`src/rtl/reaction_datapath.sv`:
```
// reaction_datapath: datapath for the reaction timer.
// Turns the control FSM's 2-bit state code into a 1 ms tick, a pseudo-random
// countdown delay, a countdown_finish flag back to the FSM, and the measured
// reaction time, which is held for display.
// Optional feature: define REACTION_BEST_EN to build the best-time register.
// Without it, best_ms is tied to zero.
// lfsr_state exposes the LFSR register for observation.
`timescale 1ns/1ps

module reaction_datapath #(
  parameter int          CLK_HZ       = 50_000_000,
  parameter int          MIN_DELAY_MS = 1000,
  parameter int          MAX_MS       = 9999,
  parameter logic [15:0] LFSR_SEED    = 16'hACE1
) (
  input  logic        clk,
  input  logic        reset_n,
  input  logic [1:0]  en,
  output logic        countdown_finish,
  output logic        go_led,
  output logic [13:0] time_ms,
  output logic        overflow,
  output logic [13:0] best_ms,
  output logic [15:0] lfsr_state
);

  localparam int             TICK_DIV = CLK_HZ / 1000;
  localparam int             PW       = (TICK_DIV > 1) ? $clog2(TICK_DIV) : 1;
  localparam logic [PW-1:0]  PRE_LAST = PW'(TICK_DIV - 1);
  localparam logic [13:0]    MAX_T    = 14'(MAX_MS);
  localparam logic [11:0]    MIN_D    = 12'(MIN_DELAY_MS);

  localparam logic [1:0] ST_IDLE      = 2'b00;
  localparam logic [1:0] ST_COUNTDOWN = 2'b01;
  localparam logic [1:0] ST_REACTION  = 2'b10;
  localparam logic [1:0] ST_DISPLAY   = 2'b11;

  logic [1:0]    en_prev;
  logic [PW-1:0] prescaler;
  logic [15:0]   lfsr;
  logic [11:0]   delay;
  logic          entry;
  logic          tick;
  logic          lfsr_fb;

  // Any change of state code is an entry; the tick fires on the prescaler wrap.
  assign entry      = (en != en_prev);
  assign tick       = (prescaler == PRE_LAST);
  assign lfsr_fb    = lfsr[15] ^ lfsr[13] ^ lfsr[12] ^ lfsr[10];
  assign lfsr_state = lfsr;

  // Remember last state code for entry detection (reset to IDLE so the first 01 is an entry).
  always_ff @(posedge clk or negedge reset_n) begin
    if (!reset_n) en_prev <= ST_IDLE;
    else          en_prev <= en;
  end

  // Millisecond prescaler; restarts on every entry so each phase begins with a full ms.
  always_ff @(posedge clk or negedge reset_n) begin
    if (!reset_n)   prescaler <= '0;
    else if (entry) prescaler <= '0;
    else if (tick)  prescaler <= '0;
    else            prescaler <= prescaler + 1'b1;
  end

  // Free-running 16-bit Fibonacci LFSR (taps 16,14,13,11).
  always_ff @(posedge clk or negedge reset_n) begin
    if (!reset_n) lfsr <= LFSR_SEED;
    else          lfsr <= {lfsr[14:0], lfsr_fb};
  end

  // Countdown delay: loaded on COUNTDOWN entry, decremented per tick, cleared outside COUNTDOWN.
  always_ff @(posedge clk or negedge reset_n) begin
    if (!reset_n) begin
      delay <= '0;
    end else if (en == ST_COUNTDOWN) begin
      if (entry)                    delay <= MIN_D + {1'b0, lfsr[10:0]};
      else if (tick && delay != '0) delay <= delay - 12'd1;
    end else begin
      delay <= '0;
    end
  end

  // countdown_finish: set once an expired delay is seen in COUNTDOWN, dropped when COUNTDOWN is left.
  always_ff @(posedge clk or negedge reset_n) begin
    if (!reset_n)                countdown_finish <= 1'b0;
    else if (en != ST_COUNTDOWN) countdown_finish <= 1'b0;
    else if (entry)              countdown_finish <= 1'b0;
    else if (delay == '0)        countdown_finish <= 1'b1;
  end

  // Stimulus LED follows the REACTION state one cycle late.
  always_ff @(posedge clk or negedge reset_n) begin
    if (!reset_n) go_led <= 1'b0;
    else          go_led <= (en == ST_REACTION);
  end

  // Reaction counter: cleared on COUNTDOWN/REACTION entry, counts ms in REACTION, saturates at MAX_MS.
  always_ff @(posedge clk or negedge reset_n) begin
    if (!reset_n) begin
      time_ms  <= '0;
      overflow <= 1'b0;
    end else if (entry && (en == ST_COUNTDOWN || en == ST_REACTION)) begin
      time_ms  <= '0;
      overflow <= 1'b0;
    end else if (en == ST_REACTION && tick) begin
      if (time_ms == MAX_T) overflow <= 1'b1;
      else                  time_ms  <= time_ms + 14'd1;
    end
  end

`ifdef REACTION_BEST_EN
  // Best time: captured on DISPLAY entry when the run is valid and faster; only reset clears it.
  always_ff @(posedge clk or negedge reset_n) begin
    if (!reset_n) begin
      best_ms <= MAX_T;
    end else if (entry && en == ST_DISPLAY && !overflow && time_ms < best_ms) begin
      best_ms <= time_ms;
    end
  end
`else
  assign best_ms = 14'd0;
`endif

endmodule
```
`config.mk`:
```
export PLATFORM = sky130hd
export DESIGN_NAME = reaction_datapath
export DESIGN_NICKNAME = d
export VERILOG_FILES = /design/src/rtl/reaction_datapath.sv
export SDC_FILE = /design/constraint.sdc
export NUM_CORES = 1
export LEC_CHECK = 0
export ABC_AREA = 1
export CORE_MARGIN = 8
export CORE_UTILIZATION = 40
export DETAILED_ROUTE_END_ITERATION = 6
export PLACE_DENSITY = 0.6
export REMOVE_ABC_BUFFERS = 1
export SYNTH_ARGS = -nofsm -noshare
export SYNTH_HDL_FRONTEND = slang
export SYNTH_SLANG_ARGS = --single-unit
```
`constraint.sdc`:
```
create_clock -name clk -period 1.76 [get_ports clk]
set_clock_uncertainty 0.05 [all_clocks]
set_input_delay 0.352 -clock clk [delete_from_list [all_inputs] [get_ports clk]]
set_output_delay 0.352 -clock clk [all_outputs]
set_load 0.1 [all_outputs]
```
# After elaboration in Yosys (flattened, before gate mapping)
# Index checks and enable logic that the tools add are counted.
# word_totals
regBits,63
output_inout_bits,47
elab_cells,48
# classes
add_sub_neg,4
n_eq_ne,8
muxes,14
n_bitwise,3
reduce_logical,11
# op_table
op,count
14-bit 2-to-1 mux,3
12-bit 2-to-1 mux,3
16-bit 2-to-1 mux,2
"16-bit by 1-bit adder with 16-bit output, second input constant",1
"16-bit == test, second input constant",1
"14-bit by 1-bit adder with 14-bit output, second input constant",1
"14-bit == test, second input constant",1
"10-bit by 11-bit adder with 12-bit output, first input constant",1
12-bit zero test,1
12-bit nonzero test,1
"12-bit by 1-bit subtractor with 12-bit output, second input constant",1
1-bit 2-to-1 mux,6
2-bit AND reduction,2
2-bit nonzero test,2
1-bit logical AND,3
"3-bit by 2-bit inequality test with 1-bit output, second input constant",1
3-bit nonzero test,1
1-bit XOR,3
"2-bit by 1-bit == test with 1-bit output, second input constant",1
"2-bit == test, second input constant",1
"2-bit by 1-bit inequality test with 1-bit output, second input constant",1
2-bit inequality test,1
"2-bit inequality test, second input constant",1
1-bit logical OR,1

# Longest topological paths before layout
# Gate-level depths: netlist of run 1.
# depth
ltp_word,5
mapped_depth,11

# Least setup slack after synthesis of run 1
# Ideal clock, no wire load.
# synth_path
kind,reg-to-reg
start,register time_ms[0]
end,register time_ms[9]
arrival_ps,2382
required_time_ps,1643
setup_slack_ps,-740
stages_incl_launch_ff,11
n_path_buf,1
period_less_slack_ps,2500
path_cell_list,dfrtp_1 ha_1 nand2_2 nor2_4 inv_2 nor3_4 nor2_4 nor2_4 buf_6 nand2_1 nand2_1
# synth_between
elab_chain_cells,4
elab_cells_between_ends,7
cone_classes,1 x add/sub; 2 x eq/ne; 3 x mux; 1 x reduce/logical
# synth_lines
element,line_no,source
"start, declared",21,"output logic [13:0] time_ms,"
"start signal, assigned",108,else time_ms <= time_ms + 14'd1;
14-bit by 1-bit adder with 14-bit output,108,
14-bit 2-to-1 mux,107,if (time_ms == MAX_T) overflow <= 1'b1;
14-bit 2-to-1 mux,106,end else if (en == ST_REACTION && tick) begin
14-bit 2-to-1 mux,103,end else if (entry && (en == ST_COUNTDOWN || en == ST_REACTION)) begin
# Parallel ways exist; a longest one is shown, timed or not. The select of a mux whose other input is x is not followed.
# A chain may end at the register's enable or synchronous reset.

# Worst setup path in the final report of run 1
# layout_path
start,register prescaler[7]
end,register delay[4]
# layout_between
elab_chain_cells,3
# layout_lines
element,line_no,source
"start, declared",39,logic [PW-1:0] prescaler;
"start signal, assigned",63,else prescaler <= prescaler + 1'b1;
16-bit == test,48,assign tick = (prescaler == PRE_LAST);
1-bit logical AND,78,else if (tick && delay != '0) delay <= delay - 12'd1;
3-bit by 2-bit inequality test with 1-bit output (no source line),-,
"end signal, assigned",77,"if (entry) delay <= MIN_D + {1'b0, lfsr[10:0]};"
"end signal, assigned",78,
"end, declared",41,logic [11:0] delay;
# No other way between the ends.

==> results.toml, run 1 <==
[critical_path]
startpoint_type = "flip-flop"
critPathKind = "reg -> reg"
r2r-start = "prescaler[7]$_DFF_PN0_"
worstSetupEndpointType = "flip-flop"
r2r_slack_ns = 0.1
r2r-end = "delay[4]$_DFFE_PN0P_"
cp.required_ns = 1.96
arrival_ns = 1.87
path_max_fanout = 4
rr_worst_depth = 11

[die]
die_w_um = 110
initial_utilization_pct = 40.9
dieArea_mm2 = 0.0121
fp.dieH_um = 110
core_area_mm2 = 0.00864
io_pins = 51
rows = 34

[clock_network]
cts_made_buffers = 9
cts_tree = "built"
path_clk_slew_ns = 0.07
clk_path_buf_depth = 2
clock_latency_ns = 0.33
cts.sinks = 63
h-tree-depth = 3
cts_root_buf = "clkbuf_8"

[grt]
grt_pass1_wl_um = 14800
grt-ovfl-total = 0
track_usage_pct = 15.4
grt_pass1_vias = 3182
grt_max_degree = 64
antenna_found_initial = 0

[cells_and_area]
area_growth_pct = 36.9
drive_above_1_share_pct = 21.2
nNetsFinal = 563
fin_cells = 665
diodes = 0
final_area_mm2 = 0.00484

[min_path]
holdCritPathClass = "in -> reg"
min_to = "en_prev[0]$_DFF_PN0_"
hp-start = "en[0]"
holdPathStages = 1

[run_status]
status = "completed"

[logic_synthesis]
synthTopCellsByArea = "dfrtp_1 (39%), nand2_1 (14%), nand3_1 (6.9%)"
synth_top_cell_by_area = "dfrtp_1"
synthDistinctLibCells = 29
synth_seq_cells = 63
yosysSeqAreaShare_pct = 44.9
synth_cells = 470
synth_area_mm2 = 0.00354
synth_top_area_share_pct = 38.9
syn_avg_cell_area_um2 = 7.52
yosysWarnings = 0

[detailed_routing]
viasPerCell = 4.85
drc_errors = 0
ant_nets = 0
drt_iter0_markers = 152
routed-via-count = 3222
routed_wl_um = 8590
drtPass1Iterations = 4
wl_per_cell_um = 12.9

[timing]
final_hold_viol_count = 0
drv_slew = 0
fmax_mhz = 602
rsz0062_at_grt = "true"
setup_violations = 0
fin_crit_ns = 1.66
fin_setup_tns_ns = 0
min_period_over_period_pct = 94.4

[place]
post_dp_cell_area_mm2 = 0.00459
dp.cells = 646
place_congestion = 0.862
hpwlAfterDp_um = 6370
io_buffers = 36

[pwr]
p_clk_share_pct = 35.1
combPwrFrac_pct = 20.2
switching_share_pct = 30.8
finalPower_w = 0.00339
power_frac_seq_pct = 44.7
power.leakage_nw = 2.34
powerDensity_mw_per_mm2 = 699
switching_power_w = 0.00104
vdd_drop_max_uv = 398
intPower_w = 0.00234

[flow_run]
maxCapViolations = 0
## flip-flops by register name (all words and copies together) (netlist names)
signal and cells:
lfsr_state 16, prescaler 16, time_ms 14, delay 12
en_prev 2, countdown_finish 1, go_led 1, overflow 1
## worst max-delay path by stage
stage	start	end	slack (ns)	depth (start not counted)
final	prescaler[7]$_DFF_PN0_	delay[4]$_DFFE_PN0P_	0.1	11
after global routing	prescaler[1]$_DFF_PN0_	delay[4]$_DFFE_PN0P_	-0.03	11
after CTS	prescaler[0]$_DFF_PN0_	delay[6]$_DFFE_PN0P_	0.02	11
after detailed placement	en[0]	time_ms[4]$_DFFE_PN0P_	-0.32	8
after global placement	en[0]	time_ms[11]$_DFFE_PN0P_	-0.28	8
after floorplan	time_ms[0]$_DFFE_PN0P_	time_ms[2]$_DFFE_PN0P_	-0.71	9
## timing repair
action                                  CTS  global route
setup buffers                             0             2
resized for setup                         2            19
hold buffers                              1             0
pin swaps                                 1             6
endpoints found under the hold margin    49             0
endpoints found under the setup margin   11            28
## cell usage after synthesis
cell / number
nor2_4: 3
nor2_2: 2
nand2_2: 1
xor2_1: 11
or2_2: 1
nor3b_1: 1
clkbuf_1: 3
ha_1: 7
inv_1: 56
buf_4: 14
o21ai_2: 1
conb_1: 1
and3_1: 1
o21a_1: 2
nor2_1: 57
nand2_1: 131
inv_2: 1
nand3b_1: 1
nand3_1: 49
dfrtp_1: 55
dfstp_2: 8
xnor2_1: 6
buf_6: 1
a21oi_1: 9
buf_2: 2
nor3_4: 1
o21ai_0: 23
nor3_1: 9
nand4_1: 13
## layer usage
metal	track usage, %	part of all wire (%)	vias up	routed length [µm]
met5	0	0	-	0
met2	25.1	48	72	4120
met4	4.34	1.3	0	112
li1	-	-	1633	-
met1	19.1	44	1505	3820
met3	5.17	6.2	12	535
## per-stage QoR
stage          utilization (%)  hold WS, ns  setup slack [ns]
2_1_floorplan                -      0.00641            -0.711
3_3_place_gp              53.1        0.340            -0.275
3_5_place_dp              53.1        0.346            -0.317
4_1_cts                   55.4        0.356            0.0181
5_1_grt                   56.0        0.199           -0.0302
6_report                  56.0        0.205            0.0977
## cells in the final DEF, fill, tap and decap left out, drive strengths merged, types with 11 or more instances in the layout
| master | n |
|---|---|
| buf | 75 |
| clkbuf | 12 |
| conb | 14 |
| dfrtp | 55 |
| inv | 57 |
| nand2 | 132 |
| nand3 | 49 |
| nand4 | 13 |
| nor2 | 62 |
| o21ai | 24 |
| xor2 | 11 |
## power by group through the flow
stage / sequential [W] / combinational [W] / clock (W)
6_report: 0.00151 / 0.000683 / 0.00119
5_1_grt: 0.00152 / 0.000744 / 0.00130
4_1_cts: 0.00151 / 0.000675 / 0.00124
3_5_place_dp: 0.00154 / 0.000666 / 0
3_3_place_gp: 0.00154 / 0.000658 / 0
2_1_floorplan: 0.00161 / 0.000343 / 0
## cells by family (layout without fill, tap and decap cells)
logic type      count (synthesis)  count (layout)  share of synthesized area (%)
fa+ha+maj                       7               7                           2.48
simple gates                  270             270                           33.2
flops                          63              63                           44.9
other cells                     1              14                          0.106
buf+inv                        77             151                           9.94
compound gates                 35              35                           5.20
xor+xnor                       17              17                           4.21
## area by class of cell
cell class	count	area, µm²
fillers	811	3800
clock inverters	4	47.5
clock buffers	12	135
inverters	57	214
multi-input cells	343	1690
flip-flops and latches	63	1590
well taps	108	135
repair buffers	78	1030
## worst max-delay path: stages (launching register included)
cell and delay [ns]:
dfrtp_1 0.40, inv_1 0.09, nand2_1 0.06, nor2_1 0.13, nand2_1 0.08, nor2_2 0.16
buf_4 0.13, nand2_1 0.06, nand2_2 0.08, nand2_2 0.07, buf_4 0.15, o21ai_0 0.13
Note: power is estimated with default switching activity, not from simulation.
==> run 2: changes to the inputs <==
==> constraint.sdc (replaced) <==
create_clock -name clk -period 1.5 [get_ports clk]
set_clock_uncertainty 0.05 [all_clocks]
set_input_delay 0.3 -clock clk [delete_from_list [all_inputs] [get_ports clk]]
set_output_delay 0.3 -clock clk [all_outputs]
set_load 0.005 [all_outputs]
==> run 2 against run 1 <==
Against the previous run: the run now ends with setup timing left; clock power rose by 22%; sequential power rose by 17%; total power rose by 16%; clock-buffer cell count rose by 2; via count rose by 11%; worst setup slack got worse by 0.33 ns; worst hold slack improved by 0.12 ns; global-route usage rose by 0.81 points; critical path type unchanged.
==> results.toml, run 2 (synthesized netlist as in run 1, its figures left out) <==
[timing]
setup_ws_ns = -0.228
setup_violations = 37
rsz0062_at_grt = "true"
drv_slew = 0
fmax_mhz = 579
fin_setup_tns_ns = -4.65
final_hold_viol_count = 0
min_period_over_period_pct = 115
hold_ws_ns = 0.329
fin_crit_ns = 1.73

[cells_and_area]
nNetsFinal = 640
layout_commonest_cell = "nand2_1"
drive_above_1_share_pct = 35.3
utilization_pct = 61.9
area_growth_pct = 51.3
fillers = 767
final_area_mm2 = 0.00535
final_cell_mix = "nand2_1 (105), buf_4 (101), dfrtp_1 (54), inv_1 (50), nand3_1 (47)"
diodes = 0

[clock_network]
cts_root_buf = "clkbuf_8"
clk_path_buf_depth = 2
path_clk_slew_ns = 0.07
clock_latency_ns = 0.34
cts_tree = "built"
h-tree-depth = 3
cts_made_buffers = 9
cts.sinks = 63

[critical_path]
startpoint_type = "flip-flop"
cp.required_ns = 1.67
r2r_slack_ns = -0.23
path_max_fanout = 7
rr_worst_depth = 12
r2r-end = "time_ms[13]$_DFFE_PN0P_"
critPathKind = "reg -> reg"
arrival_ns = 1.90
r2r-start = "prescaler[0]$_DFF_PN0_"
worstSetupEndpointType = "flip-flop"

[die]
die_w_um = 110
fp.dieH_um = 110
initial_utilization_pct = 40.9
io_pins = 51
rows = 34
dieArea_mm2 = 0.0121
core_area_mm2 = 0.00864

[detailed_routing]
drtPass1Iterations = 4
drc_errors = 0
viasPerCell = 4.81
drt_iter0_markers = 110
wl_per_cell_um = 13.3
routed_wl_um = 9870
routed-via-count = 3566
ant_nets = 0

[min_path]
holdCritPathClass = "reg -> reg"
hp-start = "lfsr_state[14]$_DFF_PN0_"
min_to = "lfsr_state[15]$_DFF_PN1_"
holdPathStages = 0

[pwr]
power.leakage_nw = 2.77
powerDensity_mw_per_mm2 = 732
vdd_drop_max_uv = 428

[grt]
grtUsageMet1_pct = 20.4
grtUsageMet3_pct = 3.02
busiest_layer = "met2"
grt_pass1_wl_um = 15500
antenna_found_initial = 0
grt_pass1_vias = 3428
grt_max_degree = 22
grt-ovfl-total = 0
track_usage_pct = 16.2
gr-usage-met2_pct = 27.1

[run_status]
status = "finished, violations left"
failed_checks = "setup timing"

[place]
hpwlAfterDp_um = 6850
io_buffers = 36
post_dp_cell_area_mm2 = 0.00465
place_congestion = 0.909
pre_cts_slack_ns = -0.478

[flow_run]
maxCapViolations = 0
[run 2: changes by cell type in the layout (fill, tap and decap cells not counted), moves of 6 or more]
cell | previous run | this run
buf_6 | 0 | 15
nor2_1 | 51 | 43
o21ai_0 | 17 | 11
o21ai_2 | 1 | 7
buf_12 | 35 | 2
dlygate4sd2_1 | 0 | 17
buf_4 | 39 | 101
clkdlybuf4s15_1 | 0 | 11
nand2_2 | 4 | 21
nand2_1 | 128 | 105
nand2_4 | 0 | 6
[run 2: metrics by stage]
step | cells | total power, W
after floorplan | 463 | 0.00207
after global placement | 698 | 0.00235
after detailed placement | 698 | 0.00236
after CTS | 732 | 0.00388
after global routing | 742 | 0.00413
final | 742 | 0.00392
[run 2: timing repair]
| item | 4_1_cts | 5_1_grt |
|---|---|---|
| pin swaps | 15 | 26 |
| setup buffers | 17 | 11 |
| resized for setup | 94 | 73 |
| endpoints found under the hold margin | 11 | 0 |
| endpoints found under the setup margin | 70 | 58 |
| hold buffers | 1 | 0 |
[run 2: where the power goes]
part / leakage, nW / internal [W] / switching [W]
clock network: 0.0987 / 0.000780 / 0.000671
logic: 1.84 / 0.000301 / 0.000392
registers: 0.835 / 0.00174 / 0.0000355
total: 2.77 / 0.00282 / 0.00110
[run 2: layer usage]
metal	vias up	routed length (µm)
li1	1783	-
met3	11	481
met5	-	0
met1	1703	4270
met4	0	150
met2	69	4970
[run 2: final cells by class]
type	instances	area (µm²)	share of cell area (%)
clock inverters	2	12.5	0.234
repair buffers	155	1290	24.0
clock buffers	14	183	3.42
well taps	108	135	2.53
flip-flops and latches	63	1590	29.7
multi-input cells	343	1930	36.0
inverters	57	219	4.09
[run 2: worst max path at each step]
| stage | cells past startpoint | startpoint | slack (ns) | end |
|---|---|---|---|---|
| after floorplan | 8 | en_prev[0]$_DFF_PN0_ | -0.44 | delay[10]$_DFFE_PN0P_ |
| after global placement | 8 | en[0] | -0.45 | time_ms[10]$_DFFE_PN0P_ |
| after detailed placement | 8 | en[0] | -0.48 | time_ms[13]$_DFFE_PN0P_ |
| after CTS | 12 | prescaler[0]$_DFF_PN0_ | -0.18 | time_ms[13]$_DFFE_PN0P_ |
| after global routing | 12 | prescaler[4]$_DFF_PN0_ | -0.34 | time_ms[4]$_DFFE_PN0P_ |
| final | 12 | prescaler[0]$_DFF_PN0_ | -0.23 | time_ms[13]$_DFFE_PN0P_ |
[run 2: critical path, stage by stage (launching register included)]
cell     delay (ns)
dfrtp_1        0.40
ha_4           0.18
nand2_4        0.06
nor2_4         0.09
nand2_1        0.07
nor2_2         0.15
buf_4          0.14
nand2_4        0.06
nor2_4         0.14
nor2_4         0.05
buf_6          0.13
nand2_2        0.06
nand2_1        0.05
==> run 3: changes to the inputs <==
--- a/config.mk
+++ b/config.mk
@@ -8,9 +8,11 @@
 export ABC_AREA = 1
 export CORE_MARGIN = 8
 export CORE_UTILIZATION = 40
+export CTS_CLUSTER_DIAMETER = 50
 export DETAILED_ROUTE_END_ITERATION = 6
 export PLACE_DENSITY = 0.6
 export REMOVE_ABC_BUFFERS = 1
+export SLEW_MARGIN = 10
 export SYNTH_ARGS = -nofsm -noshare
 export SYNTH_HDL_FRONTEND = slang
 export SYNTH_SLANG_ARGS = --single-unit
==> constraint.sdc (replaced) <==
create_clock -name clk -period 1.5 [get_ports clk]
set_clock_uncertainty 0.05 [all_clocks]
set_input_delay 0.3 -clock clk [delete_from_list [all_inputs] [get_ports clk]]
set_output_delay 0.3 -clock clk [all_outputs]
set_load 0.05 [all_outputs]
==> run 3 against run 2 <==
Against the previous run: the run still ends with setup timing left; design area up 4.1%; sequential cell count stayed put; worst hold slack lost 0.084 ns; final cell count is 2.3% lower; sequential share of layout area fell by 1.2 points; total power increased by 7.5%; sequential power about the same; maximum frequency up 0.88%; clock power up 11%.
==> results.toml, run 3 (synthesized netlist as in run 1, its figures left out) <==
[grt]
track_usage_pct = 16.9
grt_max_degree = 64
grt_pass1_wl_um = 16200
antenna_found_initial = 0
grt-ovfl-total = 0
grt_pass1_vias = 3461

[die]
die_w_um = 110
core_area_mm2 = 0.00864
dieArea_mm2 = 0.0121
io_pins = 51
initial_utilization_pct = 40.9
rows = 34
fp.dieH_um = 110

[timing]
drv_slew = 0
fin_crit_ns = 1.71
fmax_mhz = 584
min_period_over_period_pct = 114
rsz0062_at_grt = "true"
setup_violations = 30
setup_ws_ns = -0.213
final_hold_viol_count = 0

[critical_path]
worstSetupEndpointType = "flip-flop"
r2r-start = "prescaler[7]$_DFF_PN0_"
cp.required_ns = 1.71
rr_worst_depth = 11
crit_start = "prescaler[7]$_DFF_PN0_"
critPathKind = "reg -> reg"
path_max_fanout = 4
r2r-end = "delay[5]$_DFFE_PN0P_"
r2r_slack_ns = -0.21
arrival_ns = 1.92
startpoint_type = "flip-flop"

[detailed_routing]
routed-via-count = 3542
ant_nets = 0
wl_per_cell_um = 13.8
drt_iter0_markers = 92
viasPerCell = 4.89
routed_wl_um = 10000
drtPass1Iterations = 4
drc_errors = 0

[place]
place_congestion = 0.925
io_buffers = 36
dp.cells = 696
hpwlAfterDp_um = 6930

[flow_run]
maxCapViolations = 0

[cells_and_area]
fin_cells = 725
diodes = 0
layout_commonest_cell = "nand2_1"
drive_above_1_share_pct = 37.1
area_growth_pct = 57.5
nNetsFinal = 623
final_cell_mix = "nand2_1 (103), buf_4 (87), dfrtp_1 (54), inv_1 (51), nor2_1 (47)"

[min_path]
min_to = "en_prev[0]$_DFF_PN0_"
holdPathStages = 1
holdCritPathClass = "in -> reg"
hp-start = "en[0]"

[clock_network]
clk_path_buf_depth = 2
cts_root_buf = "clkbuf_8"
cts_made_buffers = 9
h-tree-depth = 3
cts.sinks = 63
cts_tree = "built"
clock_latency_ns = 0.35
path_clk_slew_ns = 0.08

[pwr]
finalPower_w = 0.00421
powerDensity_mw_per_mm2 = 756
power.leakage_nw = 2.71
vdd_drop_max_uv = 468

[run_status]
status = "finished, violations left"
failed_checks = "setup timing"
[run 3: worst max-delay path, stage by stage (launching register included)]
cell and delay (ns):
dfrtp_1 0.38, inv_1 0.08, nand2_1 0.07, nor2_1 0.15, nand2_1 0.12, nor2_4 0.16
buf_6 0.14, nand2_8 0.06, nand2_4 0.08, nand2_4 0.08, buf_6 0.14, o21ai_2 0.11
[run 3: cell type report]
cell class / instances / area [µm²]
clock buffers: 12 / 135
clock inverters: 4 / 70.1
fillers: 746 / 3070
inverters: 57 / 219
multi-input cells: 344 / 1890
flip-flops and latches: 63 / 1590
well taps: 108 / 135
repair buffers: 137 / 1530
[run 3: repair_timing]
item | in CTS | in global routing
buffers inserted | 2 | 9
resized for setup | 49 | 52
endpoints found under the setup margin | 38 | 45
endpoints found under the hold margin | 55 | 0
gates cloned | 0 | 2
hold buffers | 1 | 0
pin swaps | 12 | 23
[run 3: layer usage]
layer	GRT usage [%]	part of all wire, %	vias to the layer above
met3	4.77	5.9	20
li1	-	-	1753
met2	28.5	50	87
met4	6.85	2.3	0
met5	0	0	-
met1	20.0	42	1682
[run 3: worst max path at each step]
stage | end | slack [ns] | depth (start not counted)
finish | delay[5]$_DFFE_PN0P_ | -0.21 | 11
floorplan | time_ms[2]$_DFFE_PN0P_ | -0.60 | 9
CTS | delay[5]$_DFFE_PN0P_ | -0.16 | 11
detailed placement | delay[6]$_DFFE_PN0P_ | -0.55 | 9
global route | delay[5]$_DFFE_PN0P_ | -0.30 | 11
global placement | delay[10]$_DFFE_PN0P_ | -0.50 | 10
[run 3: through the flow]
stage | hold slack, ns | utilization [%] | TNS (ns) | instance area [µm²] | setup WS (ns)
CTS | 0.236 | 61.5 | -3.28 | 5310 | -0.163
global placement | 0.290 | 57.4 | -16.82 | 4960 | -0.496
detailed placement | 0.296 | 57.4 | -19.05 | 4960 | -0.552
global route | 0.235 | 64.5 | -7.97 | 5570 | -0.296
finish | 0.246 | 64.5 | -4.48 | 5570 | -0.213
floorplan | -0.0456 | - | -14.41 | 3450 | -0.598
[run 3: where the power goes]
group,leakage [nW],internal (W),switching [W]
Sequential,0.835,0.00174,0.0000278
Combinational,1.77,0.000320,0.000518
Clock,0.104,0.000933,0.000674
Total,2.71,0.00299,0.00122
